--- src/rtl/storage_readout_ctrl_if.sv ---
// Readout bus: storage read port, stored byte count and UART TX handshake.
interface storage_readout_ctrl_if #(
   parameter int ADDR_W = 11
);
   logic [ADDR_W-1:0] rd_addr;
   logic [ADDR_W-1:0] compmem_counter;
   logic [7:0]        rd_data;
   logic [7:0]        tx_data;
   logic              tx_valid;
   logic              tx_ready;

   modport master (
      output rd_addr, tx_data, tx_valid,
      input  rd_data, compmem_counter, tx_ready
   );

   modport slave (
      input  rd_addr, tx_data, tx_valid,
      output rd_data, compmem_counter, tx_ready
   );
endinterface

--- src/rtl/storage_readout_ctrl.sv ---
// Capture/flush/readout sequencer for the compressed sample store.
// Optional trailing XOR checksum byte: define READOUT_CHECKSUM_EN.
module storage_readout_ctrl #(
   parameter int MEMSIZE      = 2048,
   parameter int ADDR_W       = $clog2(MEMSIZE),
   parameter int FLUSH_CYCLES = 8
) (
   input  logic                  clk,
   input  logic                  reset,
   input  logic                  start,
   input  logic                  stop,
   input  logic                  store_full,
   storage_readout_ctrl_if.master bus,
   output logic                  capture_en,
   output logic                  storage_clr,
   output logic                  busy,
   output logic                  done,
   output logic [ADDR_W-1:0]     len_q
);

   localparam int CNT_W = $clog2(FLUSH_CYCLES);

   typedef enum logic [3:0] {
      S_IDLE,
      S_CLEAR,
      S_CAPTURE,
      S_FLUSH,
      S_HDR_HI,
      S_HDR_LO,
      S_DATA,
`ifdef READOUT_CHECKSUM_EN
      S_CSUM,
`endif
      S_FIN
   } state_e;

`ifdef READOUT_CHECKSUM_EN
   localparam state_e S_TAIL = S_CSUM;
`else
   localparam state_e S_TAIL = S_FIN;
`endif

   state_e            state_q, state_d;
   logic [CNT_W-1:0]  cnt_q, cnt_d;
   logic [ADDR_W-1:0] len_d;
   logic [ADDR_W-1:0] addr_q, addr_d;
   logic [7:0]        txd_q, txd_d;
   logic              txv_q, txv_d;
   logic              xfer;
`ifdef READOUT_CHECKSUM_EN
   logic [7:0]        csum_q, csum_d;
`endif

   assign xfer = txv_q && bus.tx_ready;

   always_ff @(posedge clk) begin
      if (reset) begin
         state_q <= S_IDLE;
         cnt_q   <= '0;
         len_q   <= '0;
         addr_q  <= '0;
         txd_q   <= '0;
         txv_q   <= 1'b0;
`ifdef READOUT_CHECKSUM_EN
         csum_q  <= '0;
`endif
      end else begin
         state_q <= state_d;
         cnt_q   <= cnt_d;
         len_q   <= len_d;
         addr_q  <= addr_d;
         txd_q   <= txd_d;
         txv_q   <= txv_d;
`ifdef READOUT_CHECKSUM_EN
         csum_q  <= csum_d;
`endif
      end
   end

   always_comb begin
      state_d = state_q;
      cnt_d   = cnt_q;
      len_d   = len_q;
      addr_d  = addr_q;
      txd_d   = txd_q;
      txv_d   = txv_q;
`ifdef READOUT_CHECKSUM_EN
      csum_d  = csum_q;
      if (xfer && state_q != S_CSUM) csum_d = csum_q ^ txd_q;
`endif
      // Each byte: load with valid low, then hold until accepted.
      unique case (state_q)
         S_IDLE: begin
            if (start) state_d = S_CLEAR;
         end
         S_CLEAR: begin
            state_d = S_CAPTURE;
`ifdef READOUT_CHECKSUM_EN
            csum_d  = '0;
`endif
         end
         S_CAPTURE: begin
            if (stop || store_full) begin
               state_d = S_FLUSH;
               cnt_d   = CNT_W'(FLUSH_CYCLES - 1);
            end
         end
         S_FLUSH: begin
            if (cnt_q == '0) begin
               len_d   = bus.compmem_counter;
               addr_d  = '0;
               state_d = S_HDR_HI;
            end else begin
               cnt_d = cnt_q - CNT_W'(1);
            end
         end
         S_HDR_HI: begin
            if (!txv_q) begin
               txd_d = 8'(len_q >> 8);
               txv_d = 1'b1;
            end else if (xfer) begin
               txv_d   = 1'b0;
               state_d = S_HDR_LO;
            end
         end
         S_HDR_LO: begin
            if (!txv_q) begin
               txd_d = len_q[7:0];
               txv_d = 1'b1;
            end else if (xfer) begin
               txv_d   = 1'b0;
               state_d = (len_q == '0) ? S_TAIL : S_DATA;
            end
         end
         S_DATA: begin
            if (!txv_q) begin
               txd_d = bus.rd_data;
               txv_d = 1'b1;
            end else if (xfer) begin
               txv_d = 1'b0;
               if (addr_q == len_q - ADDR_W'(1)) state_d = S_TAIL;
               else addr_d = addr_q + ADDR_W'(1);
            end
         end
`ifdef READOUT_CHECKSUM_EN
         S_CSUM: begin
            if (!txv_q) begin
               txd_d = csum_q;
               txv_d = 1'b1;
            end else if (xfer) begin
               txv_d   = 1'b0;
               state_d = S_FIN;
            end
         end
`endif
         S_FIN: begin
            state_d = S_IDLE;
         end
         default: begin
            state_d = S_IDLE;
         end
      endcase
   end

   assign bus.rd_addr  = addr_q;
   assign bus.tx_data  = txd_q;
   assign bus.tx_valid = txv_q;
   assign capture_en   = (state_q == S_CAPTURE);
   assign storage_clr  = (state_q == S_CLEAR);
   assign done         = (state_q == S_FIN);
   assign busy         = (state_q != S_IDLE);

endmodule

--- src/flat_wrapper.sv ---
// flat-port wrapper written by rule: the top's interface ports become plain ports
module storage_readout_ctrl_flat 
#(
   parameter int MEMSIZE      = 2048,
   parameter int ADDR_W       = $clog2(MEMSIZE),
   parameter int FLUSH_CYCLES = 8
)
  (clk, reset, start, stop, store_full, capture_en, storage_clr, busy, done, len_q, bus_rd_addr, bus_tx_data, bus_tx_valid, bus_rd_data, bus_compmem_counter, bus_tx_ready);
  storage_readout_ctrl_if #(.ADDR_W(ADDR_W)) bus_i ();
  input  logic clk;
  input  logic reset;
  input  logic start;
  input  logic stop;
  input  logic store_full;
  output logic capture_en;
  output logic storage_clr;
  output logic busy;
  output logic done;
  output logic [ADDR_W-1:0] len_q;
  output wire logic [$bits(bus_i.rd_addr)-1:0] bus_rd_addr;
  output wire logic [$bits(bus_i.tx_data)-1:0] bus_tx_data;
  output wire logic [$bits(bus_i.tx_valid)-1:0] bus_tx_valid;
  input wire logic [$bits(bus_i.rd_data)-1:0] bus_rd_data;
  input wire logic [$bits(bus_i.compmem_counter)-1:0] bus_compmem_counter;
  input wire logic [$bits(bus_i.tx_ready)-1:0] bus_tx_ready;
  assign bus_rd_addr = bus_i.rd_addr;
  assign bus_tx_data = bus_i.tx_data;
  assign bus_tx_valid = bus_i.tx_valid;
  assign bus_i.rd_data = bus_rd_data;
  assign bus_i.compmem_counter = bus_compmem_counter;
  assign bus_i.tx_ready = bus_tx_ready;
  storage_readout_ctrl #(.MEMSIZE(MEMSIZE), .ADDR_W(ADDR_W), .FLUSH_CYCLES(FLUSH_CYCLES)) u_core (.clk(clk), .reset(reset), .start(start), .stop(stop), .store_full(store_full), .bus(bus_i), .capture_en(capture_en), .storage_clr(storage_clr), .busy(busy), .done(done), .len_q(len_q));
endmodule
--- config.mk ---
export PLATFORM = sky130hd
export DESIGN_NAME = storage_readout_ctrl_flat
export DESIGN_NICKNAME = d
export VERILOG_FILES = /design/src/rtl/storage_readout_ctrl_if.sv /design/src/rtl/storage_readout_ctrl.sv /design/src/flat_wrapper.sv
export SDC_FILE = /design/constraint.sdc
export NUM_CORES = 1
export LEC_CHECK = 0
export CAP_MARGIN = 20
export CORE_MARGIN = 3
export CORE_UTILIZATION = 37
export CTS_BUF_LIST = sky130_fd_sc_hd__clkbuf_4 sky130_fd_sc_hd__clkbuf_8
export CTS_CLUSTER_SIZE = 8
export DETAILED_ROUTE_END_ITERATION = 12
export DONT_BUFFER_PORTS = 1
export GPL_TIMING_DRIVEN = 0
export PLACE_DENSITY_LB_ADDON = 0.12
export SYNTH_ARGS = -nofsm -noshare
export SYNTH_HDL_FRONTEND = slang
export SYNTH_SLANG_ARGS = --single-unit
--- constraint.sdc ---
create_clock -name clk -period 7.5 [get_ports clk]
set_input_delay 0.375 -clock clk [delete_from_list [all_inputs] [get_ports clk]]
set_output_delay 0.375 -clock clk [all_outputs]
set_load 0.01 [all_outputs]
==> flow_summary.json <==
{
  "p_sw_mw": 0.144,
  "synth_seq_area_share_pct": 33.4,
  "final_antenna_net_count": 0,
  "numCtsBuffers": 5,
  "synth_top_area_share_pct": 33.4,
  "yosys_warnings": 0,
  "clk_pin_slew_worst_paths_ps": 80,
  "endpoint": "u_core.bus.rd_addr[6]",
  "post_cts_resized": 0,
  "final_area_um2": 2440,
  "cp-start-kind": "flop",
  "seqPwrFrac_pct": 41.7,
  "finalCritPeriodShare_pct": 38.7,
  "max_clock_freq_mhz": 345,
  "syn_nets": 315,
  "rows": 27,
  "dp_hpwl_um": 4520,
  "p_per_area_nw_per_um2": 211,
  "cts-htree-levels": 2,
  "worst_pin_slew_ps": 786,
  "drc": 0,
  "synthFlopType": "dfxtp_1",
  "power_frac_clock_pct": 40.5,
  "synth.distinct_cells": 49,
  "routabilityCongestion": 0.829,
  "synthCells": 285,
  "max_slew_margin_pct": 47.6,
  "synth_most_common_cell": "nor2_1",
  "synth_top_area_cell": "dfxtp_1",
  "viasPerCell": 5.67,
  "synthesis.area_um2": 2220,
  "fp.coreArea_um2": 5640,
  "die_x_um": 83.4,
  "rsz0062_at_grt": "no",
  "ys_seq_elements": 37,
  "critPathMaxFanout": 10,
  "postPlaceCellArea_um2": 2310,
  "cts_hold_buf": 0,
  "internal_power_mw": 0.372,
  "dr.pass1.iters": 4,
  "worstSetupPathType": "reg2reg",
  "post_cts_buffers": 0,
  "hold_path_class": "in2reg",
  "comb_power_share_pct": 17.8,
  "antenna_cells": 0,
  "grt_max_degree": 13,
  "syn_avg_cell_area_um2": 7.78,
  "maxSlewViolCount": 0,
  "portBuffers": 0,
  "worstRegToRegCells": 12,
  "grt_overflow": 0,
  "die_h_um": 83.4,
  "wire_per_inst_um": 16.7,
  "nets": 322,
  "swShare_pct": 27.9,
  "antenna_found_initial": 0,
  "cts_buffer_depth": 2,
  "n_fill_cell": 600,
  "setup_tns_ps": 0,
  "power_mw": 0.515,
  "min_period_ps": 2900,
  "grt_pass1_vias": 1817,
  "cp.arrival_ps": 3120,
  "ir_drop_v": 0.000142,
  "max-cap-violations": 0,
  "synth_common_cells": "nor2_1 (43), dfxtp_1 (37), a21oi_1 (25), nand2_1 (25), clkbuf_1 (16)",
  "outcome": "complete, no violations",
  "crit_start": "u_core.len_q[0]",
  "grt_pass1_wl_um": 9650,
  "r2r_start": "u_core.len_q[0]",
  "vias": 2069,
  "start_util_pct": 39.3,
  "grt_usage_pct": 16.9,
  "drt_iter0_drc": 108,
  "synth-edff-count": 0,
  "syn2layout_area_growth_pct": 10.1,
  "die-area_um2": 6960,
  "final_util_pct": 43.3,
  "reg2reg_slack_ps": 4600,
  "power.leakage_nw": 0.852,
  "cts_tree": "built",
  "fin_skew_ps": 7.57,
  "worstPathRequired_ps": 7720,
  "cts.sink_count": 37,
  "final_hold_viol_count": 0,
  "ioPinCount": 60,
  "async_flop_share_pct": 0,
  "cts-root-buf": "clkbuf_8",
  "cp-end-kind": "flop",
  "reg2reg_to": "u_core.bus.rd_addr[6]",
  "layout-drive-gt1-share_pct": 6.48,
  "setup_viol": 0,
  "clk-insertion-delay-late_ps": 290,
  "yosys-top-cells-area": "dfxtp_1 (33%), nor2_1 (7.3%), a21oi_1 (5.6%), mux2i_1 (5.0%), nand2_1 (4.2%)",
  "drt-total-wl_um": 6100
}
worst min path at each step:
| stage | start | to | slack (ps) | cells past startpoint |
|---|---|---|---|---|
| after floorplan | u_core.cnt_q[0] | u_core.cnt_q[0] | 450 | 1 |
| after global placement | u_core.cnt_q[0] | u_core.cnt_q[0] | 470 | 1 |
| after detailed placement | u_core.cnt_q[0] | u_core.cnt_q[0] | 470 | 1 |
| after CTS | bus_compmem_counter[0] | u_core.len_q[0] | 230 | 2 |
| after global routing | bus_compmem_counter[0] | u_core.len_q[0] | 220 | 2 |
| final | bus_compmem_counter[0] | u_core.len_q[0] | 240 | 2 |
registers in the layout, summed over array words and instances, names as in the netlist:
name                 count
u_core.bus.rd_addr      11
u_core.len_q            11
u_core.bus.tx_valid      1
u_core.state_q           3
u_core.bus.tx_data       8
u_core.cnt_q             3
logic make-up after synthesis:
logic type | count (synthesis) | share of synthesized area, %
compound gates | 67 | 19.6
xor+xnor | 16 | 6.32
fa+ha+maj | 5 | 2.82
buf+inv | 30 | 6.09
flops | 37 | 33.4
mux | 11 | 4.97
simple gates | 119 | 26.8
critical path: stages (launching register included):
cell and delay [ps]:
dfxtp_1 570, inv_1 120, ha_1 220, buf_2 170, o21ba_2 200, a221oi_1 300
a41oi_1 80, nor3_1 260, o2111a_2 280, buf_6 140, buf_2 220, o31ai_1 110
a21oi_1 160
layout make-up:
cell class,instances,area [um2],share of cell area [%]
tap,72,90.1,3.69
multi-input combinational,218,1340,54.9
inverter,6,22.5,0.923
sequential,37,741,30.3
clock buffer,5,68.8,2.82
buffer,24,113,4.61
clock inverter,3,65.1,2.67
layer usage:
layer	global-route usage, %	vias up	part of all wire, %
li1	-	1033	-
met2	26.2	61	45
met4	3.51	0	0.56
met1	22.6	971	47
met5	0	-	0
met3	5.85	4	7.8
per-stage QoR:
stage / std cells / setup slack (ps) / hold WS (ps)
after floorplan: 285 / 5020 / 448
after global placement: 357 / 4600 / 466
after detailed placement: 357 / 4670 / 470
after CTS: 365 / 4610 / 228
after global routing: 365 / 4400 / 220
final: 365 / 4600 / 235
placed cells by master, fill, tap and decap left out, drive strengths merged, types with 5 or more instances in the layout:
master,synthesis,layout
mux2i,11,11
o21ai,8,8
dfxtp,37,37
or4,6,6
buf,8,8
nand3,6,6
a22oi,5,5
xnor2,6,6
nor2,43,43
nor3,8,8
o211ai,6,6
or3,7,7
xor2,10,10
ha,5,5
a21oi,25,25
inv,6,6
clkbuf,16,21
nand2,25,25
nand4,5,5
power groups by stage:
stage	combinational, mW	clock [mW]	sequential [mW]
final	0.0918	0.208	0.215
after detailed placement	0.0912	0	0.219
after CTS	0.0918	0.211	0.215
after global routing	0.104	0.220	0.216
after floorplan	0.0741	0	0.216
after global placement	0.0905	0	0.219
No activity file was read; power rests on OpenSTA's default activity.
